[src/rtl/punc_state_dumper_pkg.sv]
// Shared definitions for the architectural state dumper.
//   WORD_W        : width of every streamed word, address and index
//   KIND_*        : out_kind encodings (PC, RF, MEM, CHECKSUM)
//   state_t       : sequencing FSM states
//   dump_word_t   : one streamed record (data, kind, index, last)
// Build option: PUNC_DUMP_CHECKSUM_EN (used by punc_state_dumper).
package punc_state_dumper_pkg;

  localparam int unsigned WORD_W = 16;

  localparam logic [1:0] KIND_PC   = 2'd0;
  localparam logic [1:0] KIND_RF   = 2'd1;
  localparam logic [1:0] KIND_MEM  = 2'd2;
  localparam logic [1:0] KIND_CSUM = 2'd3;

  // ST_CSUM is only reachable when the checksum word is built in.
  typedef enum logic [2:0] {
    ST_IDLE,
    ST_PC,
    ST_RF_ISSUE,
    ST_MEM_ISSUE,
    ST_MEM_WAIT,
    ST_EMIT,
    ST_CSUM,
    ST_DONE
  } state_t;

  typedef struct packed {
    logic [WORD_W-1:0] data;
    logic [1:0]        kind;
    logic [WORD_W-1:0] index;
    logic              last;
  } dump_word_t;

endpackage

[src/rtl/punc_state_dumper_out_reg.sv]
// Output holding register for the dump stream.
// Ports:
//   clk, rst          : clock, asynchronous active-low reset
//   load, load_*      : new word from the sequencer (accepted only when the
//                       register is empty or being drained this cycle)
//   out_ready         : downstream ready
//   out_valid, out_*  : registered stream word, held stable while stalled
//   fire              : handshake this cycle (out_valid && out_ready)
module punc_dump_out_reg
  import punc_state_dumper_pkg::*;
(
  input  logic              clk,
  input  logic              rst,
  input  logic              load,
  input  logic [WORD_W-1:0] load_data,
  input  logic [1:0]        load_kind,
  input  logic [WORD_W-1:0] load_index,
  input  logic              load_last,
  input  logic              out_ready,
  output logic              out_valid,
  output logic [WORD_W-1:0] out_data,
  output logic [1:0]        out_kind,
  output logic [WORD_W-1:0] out_index,
  output logic              out_last,
  output logic              fire
);

  logic can_load;

  assign fire     = out_valid & out_ready;
  // A pending word must never be overwritten before it is accepted.
  assign can_load = load & (~out_valid | out_ready);

  always_ff @(posedge clk or negedge rst) begin
    if (!rst) begin
      out_valid <= 1'b0;
      out_data  <= '0;
      out_kind  <= '0;
      out_index <= '0;
      out_last  <= 1'b0;
    end else if (can_load) begin
      out_valid <= 1'b1;
      out_data  <= load_data;
      out_kind  <= load_kind;
      out_index <= load_index;
      out_last  <= load_last;
    end else if (fire) begin
      out_valid <= 1'b0;
    end
  end

endmodule

[src/rtl/punc_state_dumper.sv]
// Architectural state dumper: on start, streams PC, R0..R(RF_WORDS-1) and
// mem[mem_base .. mem_base+mem_count-1] over a valid/ready interface.
// Parameters:
//   MEM_RD_LAT : cycles from mem_debug_addr to valid mem_debug_data (0..7)
//   RF_WORDS   : registers dumped starting at R0 (1..8)
// Ports:
//   clk, rst (async, active-low), start, mem_base, mem_count
//   busy, done                        : status
//   mem_debug_addr/data, rf_debug_addr/data, pc_debug_data : processor debug side
//   out_valid/ready/data/kind/index/last : dump stream
// Build option: define PUNC_DUMP_CHECKSUM_EN to append a 16-bit running-sum
// word (kind 3) that then carries out_last.
module punc_state_dumper
  import punc_state_dumper_pkg::*;
#(
  parameter int unsigned MEM_RD_LAT = 1,
  parameter int unsigned RF_WORDS   = 8
) (
  input  logic        clk,
  input  logic        rst,
  input  logic        start,
  input  logic [15:0] mem_base,
  input  logic [15:0] mem_count,
  output logic        busy,
  output logic        done,
  output logic [15:0] mem_debug_addr,
  output logic [2:0]  rf_debug_addr,
  input  logic [15:0] mem_debug_data,
  input  logic [15:0] rf_debug_data,
  input  logic [15:0] pc_debug_data,
  output logic        out_valid,
  input  logic        out_ready,
  output logic [15:0] out_data,
  output logic [1:0]  out_kind,
  output logic [15:0] out_index,
  output logic        out_last
);

`ifdef PUNC_DUMP_CHECKSUM_EN
  localparam bit CSUM_EN = 1'b1;
`else
  localparam bit CSUM_EN = 1'b0;
`endif

  localparam logic [2:0] RF_LAST   = 3'(RF_WORDS - 1);
  localparam logic [2:0] WAIT_INIT = (MEM_RD_LAT == 0) ? 3'd0 : 3'(MEM_RD_LAT - 1);

  state_t      state, state_nxt;
  logic [2:0]  rf_idx;
  logic [15:0] mem_cur;
  logic [15:0] mem_left;
  logic [15:0] mem_addr_q;
  logic [2:0]  lat_cnt;
  logic [15:0] csum_word;

  logic        ld;
  logic [15:0] ld_data;
  logic [1:0]  ld_kind;
  logic [15:0] ld_index;
  logic        ld_last;
  logic        fire;

  logic        accept_start;
  logic        rf_more;
  state_t      tail_state;

  assign accept_start = (state == ST_IDLE) && start;
  assign rf_more      = (rf_idx != RF_LAST);
  assign tail_state   = CSUM_EN ? ST_CSUM : ST_DONE;

  // The address is live in the issue cycle and then held from a register so
  // it stays put through the wait and emit cycles (and stays 0 if memory is
  // never touched).
  assign mem_debug_addr = (state == ST_MEM_ISSUE) ? mem_cur : mem_addr_q;
  assign rf_debug_addr  = rf_idx;
  assign busy           = (state != ST_IDLE) && (state != ST_DONE);
  assign done           = (state == ST_DONE);

  always_comb begin
    state_nxt = state;
    ld        = 1'b0;
    ld_data   = '0;
    ld_kind   = KIND_PC;
    ld_index  = '0;
    ld_last   = 1'b0;
    case (state)
      ST_IDLE: begin
        if (start) state_nxt = ST_PC;
      end
      ST_PC: begin
        ld        = 1'b1;
        ld_data   = pc_debug_data;
        ld_kind   = KIND_PC;
        state_nxt = ST_EMIT;
      end
      ST_RF_ISSUE: begin
        ld        = 1'b1;
        ld_data   = rf_debug_data;
        ld_kind   = KIND_RF;
        ld_index  = {13'd0, rf_idx};
        ld_last   = !rf_more && (mem_left == 16'd0) && !CSUM_EN;
        state_nxt = ST_EMIT;
      end
      ST_MEM_ISSUE: begin
        if (MEM_RD_LAT == 0) begin
          ld        = 1'b1;
          ld_data   = mem_debug_data;
          ld_kind   = KIND_MEM;
          ld_index  = mem_cur;
          ld_last   = (mem_left == 16'd1) && !CSUM_EN;
          state_nxt = ST_EMIT;
        end else begin
          state_nxt = ST_MEM_WAIT;
        end
      end
      ST_MEM_WAIT: begin
        if (lat_cnt == 3'd0) begin
          ld        = 1'b1;
          ld_data   = mem_debug_data;
          ld_kind   = KIND_MEM;
          ld_index  = mem_cur;
          ld_last   = (mem_left == 16'd1) && !CSUM_EN;
          state_nxt = ST_EMIT;
        end
      end
      ST_EMIT: begin
        if (fire) begin
          case (out_kind)
            KIND_PC: state_nxt = ST_RF_ISSUE;
            KIND_RF: begin
              if (rf_more)                  state_nxt = ST_RF_ISSUE;
              else if (mem_left != 16'd0)   state_nxt = ST_MEM_ISSUE;
              else                          state_nxt = tail_state;
            end
            KIND_MEM: begin
              if (mem_left != 16'd1) state_nxt = ST_MEM_ISSUE;
              else                   state_nxt = tail_state;
            end
            default: state_nxt = ST_DONE;
          endcase
        end
      end
      ST_CSUM: begin
        ld        = 1'b1;
        ld_data   = csum_word;
        ld_kind   = KIND_CSUM;
        ld_last   = 1'b1;
        state_nxt = ST_EMIT;
      end
      ST_DONE: state_nxt = ST_IDLE;
      default: state_nxt = ST_IDLE;
    endcase
  end

  always_ff @(posedge clk or negedge rst) begin
    if (!rst) state <= ST_IDLE;
    else      state <= state_nxt;
  end

  always_ff @(posedge clk or negedge rst) begin
    if (!rst) begin
      rf_idx     <= '0;
      mem_cur    <= '0;
      mem_left   <= '0;
      mem_addr_q <= '0;
      lat_cnt    <= '0;
    end else begin
      if (accept_start) begin
        rf_idx   <= '0;
        mem_cur  <= mem_base;
        mem_left <= mem_count;
      end
      if (state == ST_MEM_ISSUE) begin
        mem_addr_q <= mem_cur;
        lat_cnt    <= WAIT_INIT;
      end
      if ((state == ST_MEM_WAIT) && (lat_cnt != 3'd0)) lat_cnt <= lat_cnt - 3'd1;
      if (fire && (out_kind == KIND_RF) && rf_more) rf_idx <= rf_idx + 3'd1;
      // Address wraps naturally in 16 bits.
      if (fire && (out_kind == KIND_MEM)) begin
        mem_cur  <= mem_cur + 16'd1;
        mem_left <= mem_left - 16'd1;
      end
    end
  end

`ifdef PUNC_DUMP_CHECKSUM_EN
  logic [15:0] csum;
  always_ff @(posedge clk or negedge rst) begin
    if (!rst)              csum <= '0;
    else if (accept_start) csum <= '0;
    else if (fire)         csum <= csum + out_data;
  end
  assign csum_word = csum;
`else
  assign csum_word = '0;
`endif

  punc_dump_out_reg u_out_reg (
    .clk        (clk),
    .rst        (rst),
    .load       (ld),
    .load_data  (ld_data),
    .load_kind  (ld_kind),
    .load_index (ld_index),
    .load_last  (ld_last),
    .out_ready  (out_ready),
    .out_valid  (out_valid),
    .out_data   (out_data),
    .out_kind   (out_kind),
    .out_index  (out_index),
    .out_last   (out_last),
    .fire       (fire)
  );

endmodule

[config.mk]
export PLATFORM = sky130hd
export DESIGN_NAME = punc_state_dumper
export DESIGN_NICKNAME = d
export VERILOG_FILES = /design/src/rtl/punc_state_dumper_pkg.sv /design/src/rtl/punc_state_dumper_out_reg.sv /design/src/rtl/punc_state_dumper.sv
export SDC_FILE = /design/constraint.sdc
export NUM_CORES = 1
export LEC_CHECK = 0
export ABC_AREA = 1
export BUFFER_PORTS_ARGS = -buffer_cell sky130_fd_sc_hd__clkbuf_2
export CORE_MARGIN = 2
export CORE_UTILIZATION = 45
export DETAILED_ROUTE_END_ITERATION = 7
export PLACE_DENSITY_LB_ADDON = 0.2
export REMOVE_ABC_BUFFERS = 1
export SYNTH_ARGS = -nofsm -noshare
export SYNTH_HDL_FRONTEND = slang
export SYNTH_SLANG_ARGS = --single-unit
[constraint.sdc]
create_clock -name clk -period 1.95 [get_ports clk]
set_input_delay 0.195 -clock clk [delete_from_list [all_inputs] [get_ports clk]]
set_output_delay 0.195 -clock clk [all_outputs]
set_load 0.02 [all_outputs]
Word-level counts from Yosys, hierarchy flattened

Cells that the tools add are included.

Bits in registers: 93
Logic and storage cells: 85
Output and inout port bits: 57

Mux-type cells: 29
Add/sub/neg operators: 4
Equal/unequal tests: 16
Reductions and logical operators: 21
Bitwise operators: 4

Operator list:

| cell                                                                     | count |
|---|---|
| 16-bit two-way mux                                                       | 7 |
| 16-bit one-hot mux with 3 select lines                                   | 1 |
| 16-bit one-hot mux with 2 select lines                                   | 1 |
| 3-bit two-way mux                                                        | 10 |
| 3-bit one-hot mux with 6 select lines                                    | 1 |
| 16-bit by 1-bit adder with 16-bit output, second input constant          | 1 |
| 16-bit by 1-bit == test with 1-bit output, second input constant         | 1 |
| 16-bit zero test                                                         | 1 |
| 16-bit by 1-bit inequality test with 1-bit output, second input constant | 1 |
| 16-bit nonzero test                                                      | 1 |
| 16-bit by 1-bit subtractor with 16-bit output, second input constant     | 1 |
| 3-bit == test, second input constant                                     | 4 |
| 3-bit one-hot mux with 3 select lines                                    | 1 |
| 2-bit nonzero test                                                       | 4 |
| 1-bit logical AND                                                        | 7 |
| 3-bit by 2-bit == test with 1-bit output, second input constant          | 2 |
| 3-bit zero test                                                          | 2 |
| 2-bit inequality test, second input constant                             | 3 |
| 3-bit inequality test, second input constant                             | 2 |
| 2-bit one-hot mux with 3 select lines                                    | 1 |
| 3-bit nonzero test                                                       | 2 |
| 1-bit two-way mux                                                        | 4 |
| 3-bit by 1-bit adder with 3-bit output, second input constant            | 1 |
| 3-bit by 1-bit == test with 1-bit output, second input constant          | 1 |
| other kinds (13)                                                         | 14 |

Logic depth before layout (Yosys ltp)

Depth in word-level cells: 6
Mapped depth: 11

Cells and area by module

A second synthesis with hierarchy kept.

Cells, all modules: 694
Area total of the unflattened synthesis: 5122.4 sq um

By module, submodules not included:

| module            | area an instance (sq um) | cells each | instances |
|---|---|---|---|
| punc_state_dumper | 3674.8                   | 537        | 1 |
| punc_dump_out_reg | 1447.6                   | 157        | 1 |

Worst setup path before layout

Ideal clock, no wire load.

Path type: register -> output
Start point: register state[0]
End point: output mem_debug_addr[0]
Path buffers: 1
Setup slack: 0.381 ns
Arrival: 1.374 ns
Stages on the path, launching flop included: 4
Cells stage by stage: dfrtp_1 > nand3_1 > clkbuf_1 > o21ai_0

Cells in the longest elaborated chain, start to end: 2

RTL lines:

| element                                  | RTL line                 | RTL |
|---|---|---|
| start, declared                          | punc_state_dumper.sv:48  | `state_t state, state_nxt;` |
| start signal, assigned                   | punc_state_dumper.sv:157 | `else state <= state_nxt;` |
| 3-bit by 2-bit == test with 1-bit output | punc_state_dumper.sv:74  | `assign mem_debug_addr = (state == ST_MEM_ISSUE) ? mem_cur : mem_addr_q;` |
| 16-bit two-way mux                       | --                       |  |
| end, declared                            | punc_state_dumper.sv:26  | `output logic [15:0] mem_debug_addr,` |

Every way passes these cells.

Worst setup path after layout

Start point: register state[0]
End point: output mem_debug_addr[10]

Same word-level chain as after synthesis.

==> summary.md <==
| Metric | Value |
|---|---|
| Initial Util | `0.457` |
| Ranking of synthesized cells by area | `dfrtp_1 (47%), nand2_1 (19%), nand3_1 (7.0%)` |
| Leak Pwr | `3.21 nW` |
| CP Cell Sequence | `nand3_2 > buf_12 > mux2_2 > clkbuf_2` |
| Synth Flop Type | `dfrtp_1` |
| Crit Path Max Fanout | `32` |
| Die Wd | `109 um` |
| CP peak stage delay | `0.47 ns` |
| Total congestion overflow | `0` |
| Via count | `4845` |
| Most frequent cell after synthesis | `nand2_1` |
| Vias in the first global route | `4606` |
| Pwr dens | `1520 nW/um2` |
| Total track usage | `0.230` |
| Port bufs | `140` |
| Avg Inst Size Synth | `7.47 um2` |
| TritonCTS clock tree | `built` |
| Initial antenna violation count | `0` |
| H-tree depth | `3` |
| # placed instances | `927` |
| Post-DR vias/cell | `5.13` |
| Adder-Cell Fraction of Synth Area | `0.0203` |
| Post-synth top cells | `nand2_1 (246), dfrtp_1 (93), nand3_1 (69)` |
| Worst Tran Pin Value | `0.495 ns` |
| Avg WL per Cell | `13.8 um` |
| Worst Clk Skew | `0.0121 ns` |
| Startpoint types | `flip-flop` |
| Mux cell area share after synthesis | `0.00456` |
| Max Clock Freq | `535 MHz` |
| Post-synthesis compound-gate area fraction | `0.0867` |
| Synth Area in Simple Gates | `0.333` |
| Fin area | `6040 um2` |
| Period minus WS final | `1.87 ns` |
| Final Slew Violations | `0` |
| WL final | `13000 um` |
| Leading area contributor after synthesis | `dfrtp_1` |
| Ports | `141` |
| R2R Setup Slk | `0.19 ns` |
| Clk pwr share | `0.137` |
| WP data required | `1.75 ns` |
| Cells after Synth | `661` |
| WP data arrival | `1.67 ns` |
| GPL Wtd Cong | `0.834` |
| Drt first pass iters | `6` |
| Post-Syn Area | `4930 um2` |
| Final Hold Slack | `0.0479 ns` |
| Unrepaired setup endpoints after global routing | `true` |
| Skew-Pair Late Insertion Delay | `0.37 ns` |
| Global-route wire length before repair | `21400 um` |
| Kind of critical path | `reg2out` |
| Distinct cells, synth | `30` |
| Largest family of logic cells by synthesized area | `simple AND/OR/NAND/NOR gates` |
| Num CTS Buffers | `9` |
| Run status | `completed` |
| Starting DRC count in detailed routing | `224` |
| Fillcell total | `1070` |
| Max rail drop VDD | `0.751 mV` |
| Comb pwr share | `0.494` |
| Psw | `4.32 mW` |
| Yosys warnings | `0` |
| Xor and xnor area share after synthesis | `0.0142` |
| Power share of the sequential group | `0.369` |
| Post-DP HPWL | `9740 um` |
| CTS clk-pin slew, worst paths | `0.09 ns` |
| # setup viols final | `0` |
| Internal Pwr Total | `4.84 mW` |
| Relative slew slack | `0.670` |
| Post-synth EDFFs | `0` |
| Net Sw Frac | `0.472` |
| Worst min path class | `in2reg` |
| Die area | `11800 um2` |
| Die height | `109 um` |
| N_diodes | `0` |
| Asr flop ratio synth | `1.00` |
| Critical Path End Type | `primary output` |
| Crit-path leading delay family | `flip-flops` |
| Final nets | `892` |
| Max Root-Sink Buffers | `2` |
| #FFs+latches synth | `93` |
| Area Growth Syn to Fin | `22.3%` |
| Clk sinks | `93` |
| Final ANT Viol Nets | `0` |
| Core Region | `10800 um2` |
| Final Cycle Share | `0.958` |
| Max Cap Viol | `0` |
| Placed inst area | `5810 um2` |
| DRC | `0` |
| Root buffer cell | `clkbuf_8` |
| # rows | `38` |
| Top-area cell type share of the netlist area | `0.472` |
| Filler-free cell count of the finished design | `944` |
| Final Hold Viols | `0` |
| Worst path slowest cell | `dfrtp_2` |
| Pin count of the biggest net entering global routing | `40` |
| Register area share after synthesis | `0.472` |
| Fraction of layout cells with a size suffix above 1 | `0.233` |
| WP buf/inv | `2` |
[worst paths after layout]
kind	cells after the start	start	end
min in group asynchronous	2	rst	mem_addr_q[7]
worst min register to register	2	u_out_reg.out_data[0]	u_out_reg.out_data[0]
worst max-delay path	4	state[0]	mem_debug_addr[10]
worst max register to register	11	lat_cnt[0]	u_out_reg.out_index[11]
worst min-delay path	3	mem_count[12]	mem_left[12]
max in group asynchronous	3	rst	state[0]
[stage by stage]
stage,utilization,TNS (ns),total power [mW],setup slack (ns)
after detailed placement,0.538,0,7.88,0.0452
after floorplan,-,-4.90,6.21,-0.396
after CTS,0.556,0,9.14,0.00384
final,0.559,0,9.16,0.0813
after global placement,0.538,0,7.74,0.143
after global routing,0.559,-0.00774,9.93,-0.00774
[kinds of logic (layout without fill, tap and decap cells)]
family                     Yosys count  in the layout
and+or+nand+nor                    396            396
DFF                                 93             93
AOI/OAI and AO/OA                   77             77
buffers and inverters               77            220
adders and majority gates            8              8
xor gates and xnor gates             8              8
muxes                                2              2
[power groups by stage]
stage | registers (mW) | clock network, mW | logic, mW
after floorplan | 3.64 | 0 | 2.58
after global placement | 3.38 | 0 | 4.36
after detailed placement | 3.41 | 0 | 4.47
after CTS | 3.38 | 1.28 | 4.48
after global routing | 3.49 | 1.37 | 5.06
final | 3.38 | 1.26 | 4.52
[routing by layer]
metal,global-route usage,wire [um],vias to the layer above
li1,-,-,2401
met1,0.307,5960,2276
met2,0.381,6030,151
met3,0.0430,799,17
met4,0.0696,191,0
met5,0,0,-
[sequential cells by signal (all words and copies together) (netlist names)]
signal and flops:
state 3, u_out_reg.out_kind 2, rf_debug_addr 3, u_out_reg.out_valid 1
lat_cnt 3, mem_cur 16, u_out_reg.out_last 1, mem_left 16
u_out_reg.out_index 16, mem_addr_q 16, u_out_reg.out_data 16
[cell usage in the layout, fill, tap and decap left out, types with 9 or more instances in the layout]
master,instances
clkbuf_2,139
clkbuf_8,9
dfrtp_1,91
inv_1,44
nand2_1,246
nand3_1,68
nor2_1,60
o21ai_0,41
o22ai_1,13
[timing repair]
action	4_1_cts	5_1_grt
hold buffers	1	0
setup endpoints to repair	0	31
endpoints found under the hold margin	18	0
resized for setup	0	9
buffers inserted	0	1
[final cells by class]
class,count,area [um2],area share
Clock inverter,4,50.0,0.00829
Tap cell,140,175,0.0290
Clock buffer,11,131,0.0218
Sequential cell,93,2330,0.386
Inverter,51,198,0.0328
Timing Repair Buffer,154,877,0.145
Multi-Input combinational cell,491,2270,0.377
[tightest hold or removal path, stage by stage]
cell and delay, ns:
clkbuf_2 0.07, nand2_1 0.05, nand3_1 0.07
Power figures use the tool's default switching activity.
